==> config.mk <==
export PLATFORM = sky130hd
export DESIGN_NAME = move_validator_seq
export DESIGN_NICKNAME = d
export VERILOG_FILES = /design/src/rtl/chess_pkg.sv /design/src/rtl/move_shape_classifier.sv /design/src/rtl/move_validator_seq.sv
export SDC_FILE = /design/constraint.sdc
export NUM_CORES = 1
export LEC_CHECK = 0
export BUFFER_PORTS_ARGS = -buffer_cell sky130_fd_sc_hd__buf_2
export CAP_MARGIN = 10
export CORE_ASPECT_RATIO = 1.25
export CORE_MARGIN = 2
export CORE_UTILIZATION = 28
export DETAILED_ROUTE_END_ITERATION = 8
export HOLD_SLACK_MARGIN = 0.1
export PLACE_DENSITY_LB_ADDON = 0.15
export SLEW_MARGIN = 0
export SYNTH_ARGS = -nofsm -noshare
export SYNTH_HDL_FRONTEND = slang
export SYNTH_SLANG_ARGS = --single-unit
==> constraint.sdc <==
create_clock -name clk -period 6.76 [get_ports clk]
set_input_delay 0.338 -clock clk [delete_from_list [all_inputs] [get_ports clk]]
set_output_delay 0.338 -clock clk [all_outputs]
set_load 0.05 [all_outputs]
==> src/rtl/chess_pkg.sv <==
// Shared chess definitions for the sequential move validator.
// Contents: piece code enum, verdict reason enum, side/kind helpers and
// pawn start-row constants.
package chess_pkg;

  // Side-A codes. Side B uses the same kinds offset by SIDE_OFFSET.
  typedef enum logic [3:0] {
    P_ROOK   = 4'd0,
    P_KNIGHT = 4'd1,
    P_BISHOP = 4'd2,
    P_QUEEN  = 4'd3,
    P_KING   = 4'd4,
    P_PAWN   = 4'd5,
    P_EMPTY  = 4'd15
  } piece_e;

  typedef enum logic [2:0] {
    R_OK          = 3'd0,
    R_BAD_SHAPE   = 3'd1,
    R_BLOCKED     = 3'd2,
    R_OWN_CAPTURE = 3'd3,
    R_PAWN_RULE   = 3'd4
  } reason_t;

  localparam int unsigned SIDE_OFFSET  = 6;
  localparam int unsigned MAX_PIECE    = 11;
  localparam int unsigned PAWN_START_B = 1;

  // 0 = side A, 1 = side B (meaningful only for codes <= MAX_PIECE)
  function automatic logic side_of(input int unsigned code);
    return code >= SIDE_OFFSET;
  endfunction

  function automatic int unsigned kind_of(input int unsigned code);
    return (code >= SIDE_OFFSET) ? code - SIDE_OFFSET : code;
  endfunction

  // Side A starts one row short of the far edge and moves toward row 0.
  function automatic int unsigned pawn_start_a(input int unsigned n);
    return n - 2;
  endfunction

endpackage

==> src/rtl/move_shape_classifier.sv <==
// Combinational move shape check.
// Inputs : old_x/old_y, new_x/new_y (coords), piece (piece code)
// Outputs: k (intermediate square count), step_x/step_y (2'b01 = +1,
//          2'b11 = -1, 2'b00 = 0), is_pawn_diag, shape_fail, fail_reason
module move_shape_classifier
  import chess_pkg::*;
#(
  parameter int unsigned N  = 8,
  parameter int unsigned CW = $clog2(N),
  parameter int unsigned PW = 4
) (
  input  logic [CW-1:0] old_x,
  input  logic [CW-1:0] old_y,
  input  logic [CW-1:0] new_x,
  input  logic [CW-1:0] new_y,
  input  logic [PW-1:0] piece,
  output logic [CW-1:0] k,
  output logic [1:0]    step_x,
  output logic [1:0]    step_y,
  output logic          is_pawn_diag,
  output logic          shape_fail,
  output reason_t       fail_reason
);

  logic [CW-1:0] dx, dy, dmax;
  logic [3:0]    kind;
  logic          side_b, orth, diag, fwd, at_start;

  always_comb begin
    dx       = (new_x >= old_x) ? new_x - old_x : old_x - new_x;
    dy       = (new_y >= old_y) ? new_y - old_y : old_y - new_y;
    dmax     = (dx > dy) ? dx : dy;
    step_x   = (new_x > old_x) ? 2'b01 : ((new_x < old_x) ? 2'b11 : 2'b00);
    step_y   = (new_y > old_y) ? 2'b01 : ((new_y < old_y) ? 2'b11 : 2'b00);
    // kind is only consulted once the code is known to be <= MAX_PIECE
    kind     = 4'(kind_of(32'(piece)));
    side_b   = side_of(32'(piece));
    orth     = (dx == '0) || (dy == '0);
    diag     = (dx == dy);
    fwd      = side_b ? (new_y > old_y) : (new_y < old_y);
    at_start = side_b ? (old_y == CW'(PAWN_START_B)) : (old_y == CW'(pawn_start_a(N)));

    k            = '0;
    is_pawn_diag = 1'b0;
    shape_fail   = 1'b0;
    fail_reason  = R_OK;

    if (((dx == '0) && (dy == '0)) || (32'(piece) > MAX_PIECE)) begin
      shape_fail  = 1'b1;
      fail_reason = R_BAD_SHAPE;
    end else begin
      case (kind)
        P_ROOK: begin
          if (!orth) begin shape_fail = 1'b1; fail_reason = R_BAD_SHAPE; end
          else k = dmax - CW'(1);
        end
        P_BISHOP: begin
          if (!diag) begin shape_fail = 1'b1; fail_reason = R_BAD_SHAPE; end
          else k = dmax - CW'(1);
        end
        P_QUEEN: begin
          if (!orth && !diag) begin shape_fail = 1'b1; fail_reason = R_BAD_SHAPE; end
          else k = dmax - CW'(1);
        end
        P_KNIGHT: begin
          if (!(((dx == CW'(2)) && (dy == CW'(1))) || ((dx == CW'(1)) && (dy == CW'(2))))) begin
            shape_fail = 1'b1; fail_reason = R_BAD_SHAPE;
          end
        end
        P_KING: begin
          if (dmax > CW'(1)) begin shape_fail = 1'b1; fail_reason = R_BAD_SHAPE; end
        end
        P_PAWN: begin
          if (fwd && (dx == '0) && (dy == CW'(1))) begin
            k = '0;
          end else if (fwd && (dx == '0) && (dy == CW'(2)) && at_start) begin
            k = CW'(1);
          end else if (fwd && (dx == CW'(1)) && (dy == CW'(1))) begin
            is_pawn_diag = 1'b1;
          end else begin
            shape_fail = 1'b1; fail_reason = R_PAWN_RULE;
          end
        end
        default: begin
          shape_fail = 1'b1; fail_reason = R_BAD_SHAPE;
        end
      endcase
    end
  end

endmodule

==> src/rtl/move_validator_seq.sv <==
// Sequential chess move validator reading the board one square per cycle.
// Ports: clk/reset (sync, active-high); req_valid/req_ready + old/new coords
// and piece_type (request); rd_en/rd_x/rd_y/rd_data (board read port, data
// one cycle after rd_en); out_valid/out_ready + valid_move/reason (verdict).
module move_validator_seq
  import chess_pkg::*;
#(
  parameter int unsigned N     = 8,
  parameter int unsigned CW    = $clog2(N),
  parameter int unsigned PW    = 4,
  parameter int unsigned EMPTY = 15
) (
  input  logic          clk,
  input  logic          reset,
  input  logic          req_valid,
  output logic          req_ready,
  input  logic [CW-1:0] old_x,
  input  logic [CW-1:0] old_y,
  input  logic [CW-1:0] new_x,
  input  logic [CW-1:0] new_y,
  input  logic [PW-1:0] piece_type,
  output logic          rd_en,
  output logic [CW-1:0] rd_x,
  output logic [CW-1:0] rd_y,
  input  logic [PW-1:0] rd_data,
  output logic          out_valid,
  input  logic          out_ready,
  output logic          valid_move,
  output logic [2:0]    reason
);

  localparam logic [2:0] S_IDLE   = 3'd0;
  localparam logic [2:0] S_CLASS  = 3'd1;
  localparam logic [2:0] S_DEST   = 3'd2;
  localparam logic [2:0] S_WALK   = 3'd3;
  localparam logic [2:0] S_RESULT = 3'd4;

  logic [2:0]    state_q, state_d;
  logic [CW-1:0] ox_q, ox_d, oy_q, oy_d, nx_q, nx_d, ny_q, ny_d;
  logic [PW-1:0] piece_q, piece_d;
  logic [CW-1:0] k_q, k_d, iss_q, iss_d, chk_q, chk_d;
  logic [CW-1:0] cur_x_q, cur_x_d, cur_y_q, cur_y_d;
  logic [1:0]    sx_q, sx_d, sy_q, sy_d;
  logic          pdiag_q, pdiag_d;
  reason_t       reason_q, reason_d;
  logic          req_ready_q, req_ready_d, out_valid_q, out_valid_d;
  logic          valid_move_q, valid_move_d, rd_en_q, rd_en_d;
  logic [CW-1:0] rd_x_q, rd_x_d, rd_y_q, rd_y_d;

  logic [CW-1:0] cls_k;
  logic [1:0]    cls_sx, cls_sy;
  logic          cls_pdiag, cls_fail, issue;
  reason_t       cls_reason;
  logic          walk_fail_c;
  reason_t       walk_reason_c;
  logic          is_pawn, dest_empty, dest_own;

  function automatic logic [CW-1:0] step_add(input logic [CW-1:0] c, input logic [1:0] s);
    case (s)
      2'b01:   step_add = c + CW'(1);
      2'b11:   step_add = c - CW'(1);
      default: step_add = c;
    endcase
  endfunction

  move_shape_classifier #(.N(N), .CW(CW), .PW(PW)) u_class (
    .old_x       (ox_q),
    .old_y       (oy_q),
    .new_x       (nx_q),
    .new_y       (ny_q),
    .piece       (piece_q),
    .k           (cls_k),
    .step_x      (cls_sx),
    .step_y      (cls_sy),
    .is_pawn_diag(cls_pdiag),
    .shape_fail  (cls_fail),
    .fail_reason (cls_reason)
  );

  // Read-data check in WALK: first cycle sees the destination, later cycles
  // see intermediates in path order.
  always_comb begin
    is_pawn       = (kind_of(32'(piece_q)) == 32'(P_PAWN));
    dest_empty    = (rd_data == PW'(EMPTY));
    dest_own      = !dest_empty && (32'(rd_data) <= MAX_PIECE) &&
                    (side_of(32'(rd_data)) == side_of(32'(piece_q)));
    walk_fail_c   = 1'b0;
    walk_reason_c = R_OK;
    if (state_q == S_WALK) begin
      if (chk_q == '0) begin
        if (dest_own) begin
          walk_fail_c = 1'b1; walk_reason_c = R_OWN_CAPTURE;
        end else if (is_pawn && (pdiag_q == dest_empty)) begin
          walk_fail_c = 1'b1; walk_reason_c = R_PAWN_RULE;
        end
      end else if (!dest_empty) begin
        walk_fail_c = 1'b1; walk_reason_c = R_BLOCKED;
      end
    end
  end

  // Next-state and output logic.
  always_comb begin
    state_d      = state_q;
    ox_d         = ox_q;
    oy_d         = oy_q;
    nx_d         = nx_q;
    ny_d         = ny_q;
    piece_d      = piece_q;
    k_d          = k_q;
    iss_d        = iss_q;
    chk_d        = chk_q;
    cur_x_d      = cur_x_q;
    cur_y_d      = cur_y_q;
    sx_d         = sx_q;
    sy_d         = sy_q;
    pdiag_d      = pdiag_q;
    reason_d     = reason_q;
    req_ready_d  = req_ready_q;
    out_valid_d  = out_valid_q;
    valid_move_d = valid_move_q;
    rd_en_d      = 1'b0;
    rd_x_d       = rd_x_q;
    rd_y_d       = rd_y_q;
    issue        = 1'b0;

    case (state_q)
      S_IDLE: begin
        if (req_valid && req_ready_q) begin
          ox_d        = old_x;
          oy_d        = old_y;
          nx_d        = new_x;
          ny_d        = new_y;
          piece_d     = piece_type;
          reason_d    = R_OK;
          req_ready_d = 1'b0;
          state_d     = S_CLASS;
        end
      end
      S_CLASS: begin
        k_d     = cls_k;
        sx_d    = cls_sx;
        sy_d    = cls_sy;
        pdiag_d = cls_pdiag;
        if (cls_fail) begin
          reason_d     = cls_reason;
          out_valid_d  = 1'b1;
          valid_move_d = 1'b0;
          state_d      = S_RESULT;
        end else begin
          rd_en_d = 1'b1;
          rd_x_d  = nx_q;
          rd_y_d  = ny_q;
          cur_x_d = step_add(ox_q, cls_sx);
          cur_y_d = step_add(oy_q, cls_sy);
          iss_d   = '0;
          chk_d   = '0;
          state_d = S_DEST;
        end
      end
      S_DEST: begin
        state_d = S_WALK;
        issue   = (iss_q < k_q);
      end
      S_WALK: begin
        chk_d = chk_q + CW'(1);
        if (walk_fail_c) begin
          reason_d     = walk_reason_c;
          out_valid_d  = 1'b1;
          valid_move_d = 1'b0;
          state_d      = S_RESULT;
        end else if (chk_q == k_q) begin
          out_valid_d  = 1'b1;
          valid_move_d = 1'b1;
          state_d      = S_RESULT;
        end else begin
          issue = (iss_q < k_q);
        end
      end
      S_RESULT: begin
        if (out_ready) begin
          out_valid_d = 1'b0;
          req_ready_d = 1'b1;
          state_d     = S_IDLE;
        end
      end
      default: begin
        out_valid_d = 1'b0;
        req_ready_d = 1'b1;
        state_d     = S_IDLE;
      end
    endcase

    // Pipelined intermediate read along the step vector.
    if (issue) begin
      rd_en_d = 1'b1;
      rd_x_d  = cur_x_q;
      rd_y_d  = cur_y_q;
      cur_x_d = step_add(cur_x_q, sx_q);
      cur_y_d = step_add(cur_y_q, sy_q);
      iss_d   = iss_q + CW'(1);
    end
  end

  always_ff @(posedge clk) begin
    if (reset) begin
      state_q      <= S_IDLE;
      ox_q         <= '0;
      oy_q         <= '0;
      nx_q         <= '0;
      ny_q         <= '0;
      piece_q      <= '0;
      k_q          <= '0;
      iss_q        <= '0;
      chk_q        <= '0;
      cur_x_q      <= '0;
      cur_y_q      <= '0;
      sx_q         <= '0;
      sy_q         <= '0;
      pdiag_q      <= 1'b0;
      reason_q     <= R_OK;
      req_ready_q  <= 1'b1;
      out_valid_q  <= 1'b0;
      valid_move_q <= 1'b0;
      rd_en_q      <= 1'b0;
      rd_x_q       <= '0;
      rd_y_q       <= '0;
    end else begin
      state_q      <= state_d;
      ox_q         <= ox_d;
      oy_q         <= oy_d;
      nx_q         <= nx_d;
      ny_q         <= ny_d;
      piece_q      <= piece_d;
      k_q          <= k_d;
      iss_q        <= iss_d;
      chk_q        <= chk_d;
      cur_x_q      <= cur_x_d;
      cur_y_q      <= cur_y_d;
      sx_q         <= sx_d;
      sy_q         <= sy_d;
      pdiag_q      <= pdiag_d;
      reason_q     <= reason_d;
      req_ready_q  <= req_ready_d;
      out_valid_q  <= out_valid_d;
      valid_move_q <= valid_move_d;
      rd_en_q      <= rd_en_d;
      rd_x_q       <= rd_x_d;
      rd_y_q       <= rd_y_d;
    end
  end

  // A read already scheduled for the abort cycle is withdrawn so no square
  // past the first blocker (or after a failed destination) is fetched.
  assign rd_en      = rd_en_q && !walk_fail_c;
  assign rd_x       = rd_x_q;
  assign rd_y       = rd_y_q;
  assign req_ready  = req_ready_q;
  assign out_valid  = out_valid_q;
  assign valid_move = valid_move_q;
  assign reason     = reason_q;

endmodule

==> reports/metrics.yaml, run 1 <==
seq_area_frac_synth_pct: 26.6
ys_dominant_reg_cell: "dfxtp_1"
dr.pass1.iters: 4
worst-r2r-cell-count: 14
drc: 0
slew_headroom_pct: 32.1
num_io_pins: 37
synth_top_cell_by_area: "dfxtp_1"
cts_resized: 0
critPathLaunch: "ox_q[0]"
crit_cells: 14
hold_slack_ns: 0.269
cts_tree: "yes"
design_area_um2: 4350
async_reset_ff_share_pct: 0
grt_max_degree: 43
ys_ff_latch: 52
cts_setup_buffers: 0
vias_per_cell: 5.34
p_int_mw: 1.10
largest_reg_flops: 4
post_drt_wl_per_cell_um: 16.2
numCtsBuffers: 5
cp_max_fo: 12
fin_util_pct: 31.7
start_util_pct: 28.5
core_area_um2: 13800
fin_ws_ns: 2.07
multi_input_area_um2: 2600
busiest_layer: "met2"
setup_viol: 0
clkLatencyLatePin_ns: 0.30
ys.warnings.count: 0
power_switching_mw: 1.21
worst_pin_slew_ns: 1.02
slew_viol_final: 0
p_comb_share_pct: 67.5
p_leak_nw: 1.72
yosys.area.top_type_share_pct: 26.6
ys_top_cells_by_area: "dfxtp_1, ha_1, nand2_1"
pwr-share-seq_pct: 21.0
worstHoldPathType: "in -> reg"
cp_top_family: "compound AO/OA/AOI/OAI gates"
grt_antenna_before_repair: 0
status: "finished clean"
postCtsHoldBufs: 0
cts-root-buf: "clkbuf_16"
min_period_over_period_pct: 69.3
min_to: "piece_q[2]"
p_sw_share_pct: 52.4
syn-num-nets: 559
crit_type: "reg -> reg"
grtUsageMet1_pct: 20.4
dieArea_um2: 14900
final_antenna_net_count: 0
die_w_um: 110
p_per_area_nw_per_um2: 529
num_vias: 3730
nets: 575
cp.arrival_ns: 4.87
finalHoldViolCount: 0
period_needed_ns: 4.69
rows: 48
ctsHtreeMaxLevel: 2
drive_gt1_share_pct: 12.0
grt_overflow: 0
drv_cap: 0
clkSlewWorstSetupHoldPaths_ns: 0.08
synth_edf_count: 0
grt.met3_usage_pct: 2.35
wirelength_mm: 11.3
ys_types: 74
fill_cells: 1493
peakVddDrop_v: 0.000196
path_cells: "ha_1, inv_1, fa_1, mux2i_1, o221ai_1, or3b_2, ha_1, and2_1, o21ai_0, a22oi_2, mux2i_1, o2111ai_1, a21oi_1, a311o_1"
syn_area_per_cell_um2: 7.73
cp-end-kind: "flop"
start_kind: "flop"
path_buf_inv: 1
grt_pass1_wl_mm: 18.6
die_h_um: 136
required_ns: 6.94
gp_congestion: 0.885
regMostFlops: "piece_q"
worstHoldStart: "piece_type[2]"
syn-instance-count: 506
timing.fmax_mhz: 213
gr-usage-met2_pct: 26.9
numPortBuffers: 36
r2r_start: "ox_q[0]"
clock-sinks: 52
place_area_um2: 4200
seq_area_um2: 1040
clkPwrFrac_pct: 11.4
critical-path-slowest-cell: "o2111ai_1"
area_growth_pct: 11.2
slowest_delay_ns: 0.84
r2r-end: "cur_y_q[0]"
grt_pass1_vias: 3621
antennaDiodeCount: 0
synth_area_um2: 3910
fin_worst_skew_ns: 0.00498
r2r_slack_ns: 2.07
hold_depth: 3
grtUsageTotal_pct: 15.8
drt_iter0_markers: 208
rsz0062_at_grt: "false"
dp_hpwl_mm: 8.57
place_ws_ns: 2.15
setup_tns_ns: 0
clockBufferDepth: 2
==> logic make-up after synthesis <==
family / after synthesis / synth area share (%)
buffers and inverters: 70 / 7.16
muxes: 16 / 4.22
xor gates and xnor gates: 18 / 4.03
AOI/OAI and AO/OA: 144 / 24.9
adders and majority gates: 30 / 10.9
and+or+nand+nor: 176 / 22.2
DFF: 52 / 26.6
==> per-stage QoR <==
stage | total power, mW | std cells
5_1_grt | 2.52 | 698
3_5_place_dp | 2.04 | 690
2_1_floorplan | 1.67 | 506
4_1_cts | 2.32 | 698
6_report | 2.30 | 698
3_3_place_gp | 2.03 | 690
==> cell usage in the layout, fill, tap and decap left out, drive strengths merged, types with 5 or more instances in the layout <==
cell / instances
nand2: 65
dfxtp: 52
inv: 42
a21oi: 42
nor2: 39
buf: 37
o21ai: 32
ha: 22
nand3: 15
mux2i: 15
xnor2: 12
nor3: 12
a31oi: 9
nor2b: 8
fa: 7
nor4: 7
or3: 6
xor2: 6
a21o: 6
clkbuf: 5
a211oi: 5
nand2b: 5
==> area by class of cell <==
class / count / area share (%)
sequential: 52 / 23.9
clock inverter: 3 / 0.546
timing repair buffer: 37 / 4.31
clock buffer: 5 / 2.87
inverter: 42 / 3.62
tap: 175 / 5.03
multi-input combinational: 384 / 59.7
==> worst min-delay path, stage by stage <==
cell and delay (ns):
buf_2 0.09, nand2_1 0.04, a21oi_1 0.05
==> power by group through the flow <==
stage                     logic (mW)  registers [mW]  clock network, mW
final                           1.55           0.484              0.263
after global routing            1.73           0.500              0.285
after CTS                       1.56           0.484              0.274
after detailed placement        1.55           0.491                  0
after global placement          1.54           0.491                  0
after floorplan                 1.19           0.480                  0
==> layer usage <==
layer	wire length, µm	part of all wire [%]	vias up
li1	-	-	1841
met4	298	2.6	0
met5	0	0	-
met1	5110	45	1801
met3	419	3.7	16
met2	5510	49	72
==> worst max-delay path by stage <==
stage	endpoint	slack (ns)
floorplan	rd_x[2]	3.00
global placement	cur_x_q[0]	2.36
detailed placement	cur_y_q[0]	2.15
CTS	cur_y_q[0]	2.14
global route	cur_y_q[0]	1.79
finish	cur_y_q[0]	2.07
==> Yosys cell counts (3+ instances only) <==
library cell,n
dfxtp_1,52
buf_2,7
xor2_1,6
a21o_1,6
nand3_1,15
a211o_1,4
fa_1,7
nand2_1,65
o21ai_1,3
o21a_1,3
nor4_1,6
a221oi_1,3
mux2i_1,15
o21ai_0,28
a211oi_1,4
clkbuf_1,18
o211ai_1,4
a311oi_1,3
nor3_1,12
ha_1,22
a311o_1,3
or3_1,6
o31ai_1,4
inv_1,42
nand4_1,3
nand2b_1,4
a31oi_1,9
nor4b_1,3
xnor2_1,12
nor2b_1,7
nor2_1,38
a21oi_1,41
Power figures use the tool's default switching activity.
==> run 2, diff against run 1 <==
--- a/config.mk
+++ b/config.mk
@@ -5,6 +5,7 @@
 export SDC_FILE = /design/constraint.sdc
 export NUM_CORES = 1
 export LEC_CHECK = 0
+export ABC_AREA = 1
 export BUFFER_PORTS_ARGS = -buffer_cell sky130_fd_sc_hd__buf_2
 export CAP_MARGIN = 10
 export CORE_ASPECT_RATIO = 1.25
==> constraint.sdc (replaced) <==
create_clock -name clk -period 4.5 [get_ports clk]
set_input_delay 0.225 -clock clk [delete_from_list [all_inputs] [get_ports clk]]
set_output_delay 0.225 -clock clk [all_outputs]
set_load 0.05 [all_outputs]
==> reports/metrics.yaml, run 2 <==
min_period_over_period_pct: 81.1
numCtsBuffers: 5
final_antenna_net_count: 0
ctsHtreeMaxLevel: 2
syn-instance-count: 530
die_w_um: 106
fill_cells: 1430
synthSimpleGateAreaFrac_pct: 29.0
r2r-end: "rd_y[2]"
synth_commonest_cells: "nand2_1, inv_1, dfxtp_1"
synthAdderAreaFrac_pct: 11.5
hold_slack_ns: 0.206
fin_worst_skew_ns: 0.00460
slowest_delay_ns: 0.45
cp.arrival_ns: 3.84
synth.area.mux_share_pct: 0
finalHoldViolCount: 0
start_kind: "flop"
cp_top_family: "simple AND/OR/NAND/NOR gates"
postCtsHoldBufs: 0
grtUsageMet1_pct: 16.8
worst_pin_slew_ns: 0.982
synth_xor_area_share_pct: 4.79
path_buf_inv: 4
vias_per_cell: 4.66
nets: 613
r2r_start: "ox_q[0]"
cts_setup_buffers: 0
area_growth_pct: 13.5
dp_hpwl_mm: 7.59
grt.met3_usage_pct: 2.48
seq_area_um2: 1040
dieArea_um2: 13900
seq_area_frac_synth_pct: 28.7
crit_type: "reg -> reg"
place_area_um2: 3950
cp-end-kind: "flop"
synth_edf_count: 0
dr.pass1.iters: 4
status: "finished clean"
gr-usage-met2_pct: 25.3
ys_dominant_reg_cell: "dfxtp_1"
timing.fmax_mhz: 274
critical-path-slowest-cell: "nand2_2"
antennaDiodeCount: 0
core_area_um2: 12700
busiest_layer: "met2"
worstHoldStart: "old_x[2]"
grt_max_degree: 35
grt_pass1_wl_mm: 16.0
gp_congestion: 0.786
rsz0062_at_grt: "false"
synth-compound-area-share_pct: 15.4
mostFrequentLayoutCell: "nand2_1"
mostFrequentLayoutCells: "nand2_1, inv_1, dfxtp_1"
grtUsageTotal_pct: 14.2
rows: 46
num_io_pins: 37
synth_area_um2: 3630
drv_cap: 0
setup_tns_ns: 0
die_h_um: 131
cts_resized: 0
cts-root-buf: "clkbuf_16"
yosys.area.top_type_share_pct: 28.7
ys_ff_latch: 52
setup_viol: 0
largest_reg_flops: 4
drt_iter0_markers: 95
synth_top_cell_by_area: "dfxtp_1"
slew_viol_final: 0
clockBufferDepth: 2
ys.warnings.count: 0
min_to: "ox_q[2]"
required_ns: 4.69
start_util_pct: 28.6
num_vias: 3398
worstHoldPathType: "in -> reg"
design_area_um2: 4120
post_drt_wl_per_cell_um: 13.2
cpMostUsedCell: "nand2_1"
cp_max_fo: 20
syn-num-nets: 583
fin_util_pct: 32.5
clkLatencyLatePin_ns: 0.30
hold_depth: 3
clkSlewWorstSetupHoldPaths_ns: 0.07
worst-r2r-cell-count: 22
r2r_slack_ns: 0.85
drive_gt1_share_pct: 13.7
synth.most_common_cell: "nand2_1"
synth_top_family_by_area: "simple AND/OR/NAND/NOR gates"
regMostFlops: "piece_q"
clock-sinks: 52
slew_headroom_pct: 34.5
syn_area_per_cell_um2: 6.84
numPortBuffers: 36
path_cells: "inv_1, ha_1, inv_1, fa_1, xor2_1, nand4_1, nand2_1, ha_1, nand3_1, nand2_1, inv_1, nand2_1, nand2_2, nand2_1, nand2_1, nand2_1, nand2_1, nand4_2, nand2_2, inv_2, nor2_1, nor2_1"
multi_input_area_um2: 2200
async_reset_ff_share_pct: 0
cts_tree: "yes"
drc: 0
period_needed_ns: 3.65
wirelength_mm: 9.59
grt_overflow: 0
grt_antenna_before_repair: 0
grt_pass1_vias: 3376
ys_types: 40
ys_top_cells_by_area: "dfxtp_1, nand2_1, inv_1"
## run 2: per-layer routing
metal  wire, µm  vias up  share of wire [%]
li1           -     1772                  -
met1       4260     1532                 44
met2       4700       77                 49
met3        388       17                4.0
met4        238        0                2.5
met5          0        -                  0
## run 2: cells by family after synthesis
logic type,after synthesis
compound gates,106
buf+inv,96
fa+ha+maj,29
simple gates,228
xor+xnor,19
flops,52
## run 2: layout make-up
| cell class | instances | share of cell area [%] |
|---|---|---|
| Inverter | 82 | 7.47 |
| Clock inverter | 3 | 1.12 |
| Timing Repair Buffer | 37 | 4.56 |
| Clock buffer | 5 | 3.04 |
| Sequential cell | 52 | 25.3 |
| Tap cell | 168 | 5.10 |
| Multi-Input combinational cell | 382 | 53.4 |
## run 2: worst max path at each step
stage | endpoint | cells past startpoint | from
global placement | rd_x[2] | 22 | ox_q[0]
detailed placement | rd_y[2] | 22 | oy_q[0]
floorplan | k_q[2] | 19 | ox_q[0]
finish | rd_y[2] | 22 | ox_q[0]
global route | rd_y[2] | 22 | ox_q[0]
CTS | rd_y[2] | 22 | oy_q[0]
## run 2: metrics by stage
step                std cells  setup slack (ns)
floorplan                 530              1.66
global placement          721             0.924
detailed placement        721             0.857
CTS                       729             0.841
global route              729             0.472
finish                    729             0.849
## run 2: worst register-to-register path: cells and delay by family (launching register included)
| family | cells | cell delay [ns] |
|---|---|---|
| flops | 1 | 0.34 |
| buf+inv | 4 | 0.35 |
| fa+ha+maj | 3 | 0.90 |
| xor+xnor | 1 | 0.17 |
| simple gates | 14 | 1.80 |
Power of run 2 is not shown: default switching activity piles up to over one toggle a cycle in this logic, so the estimate is an artifact.
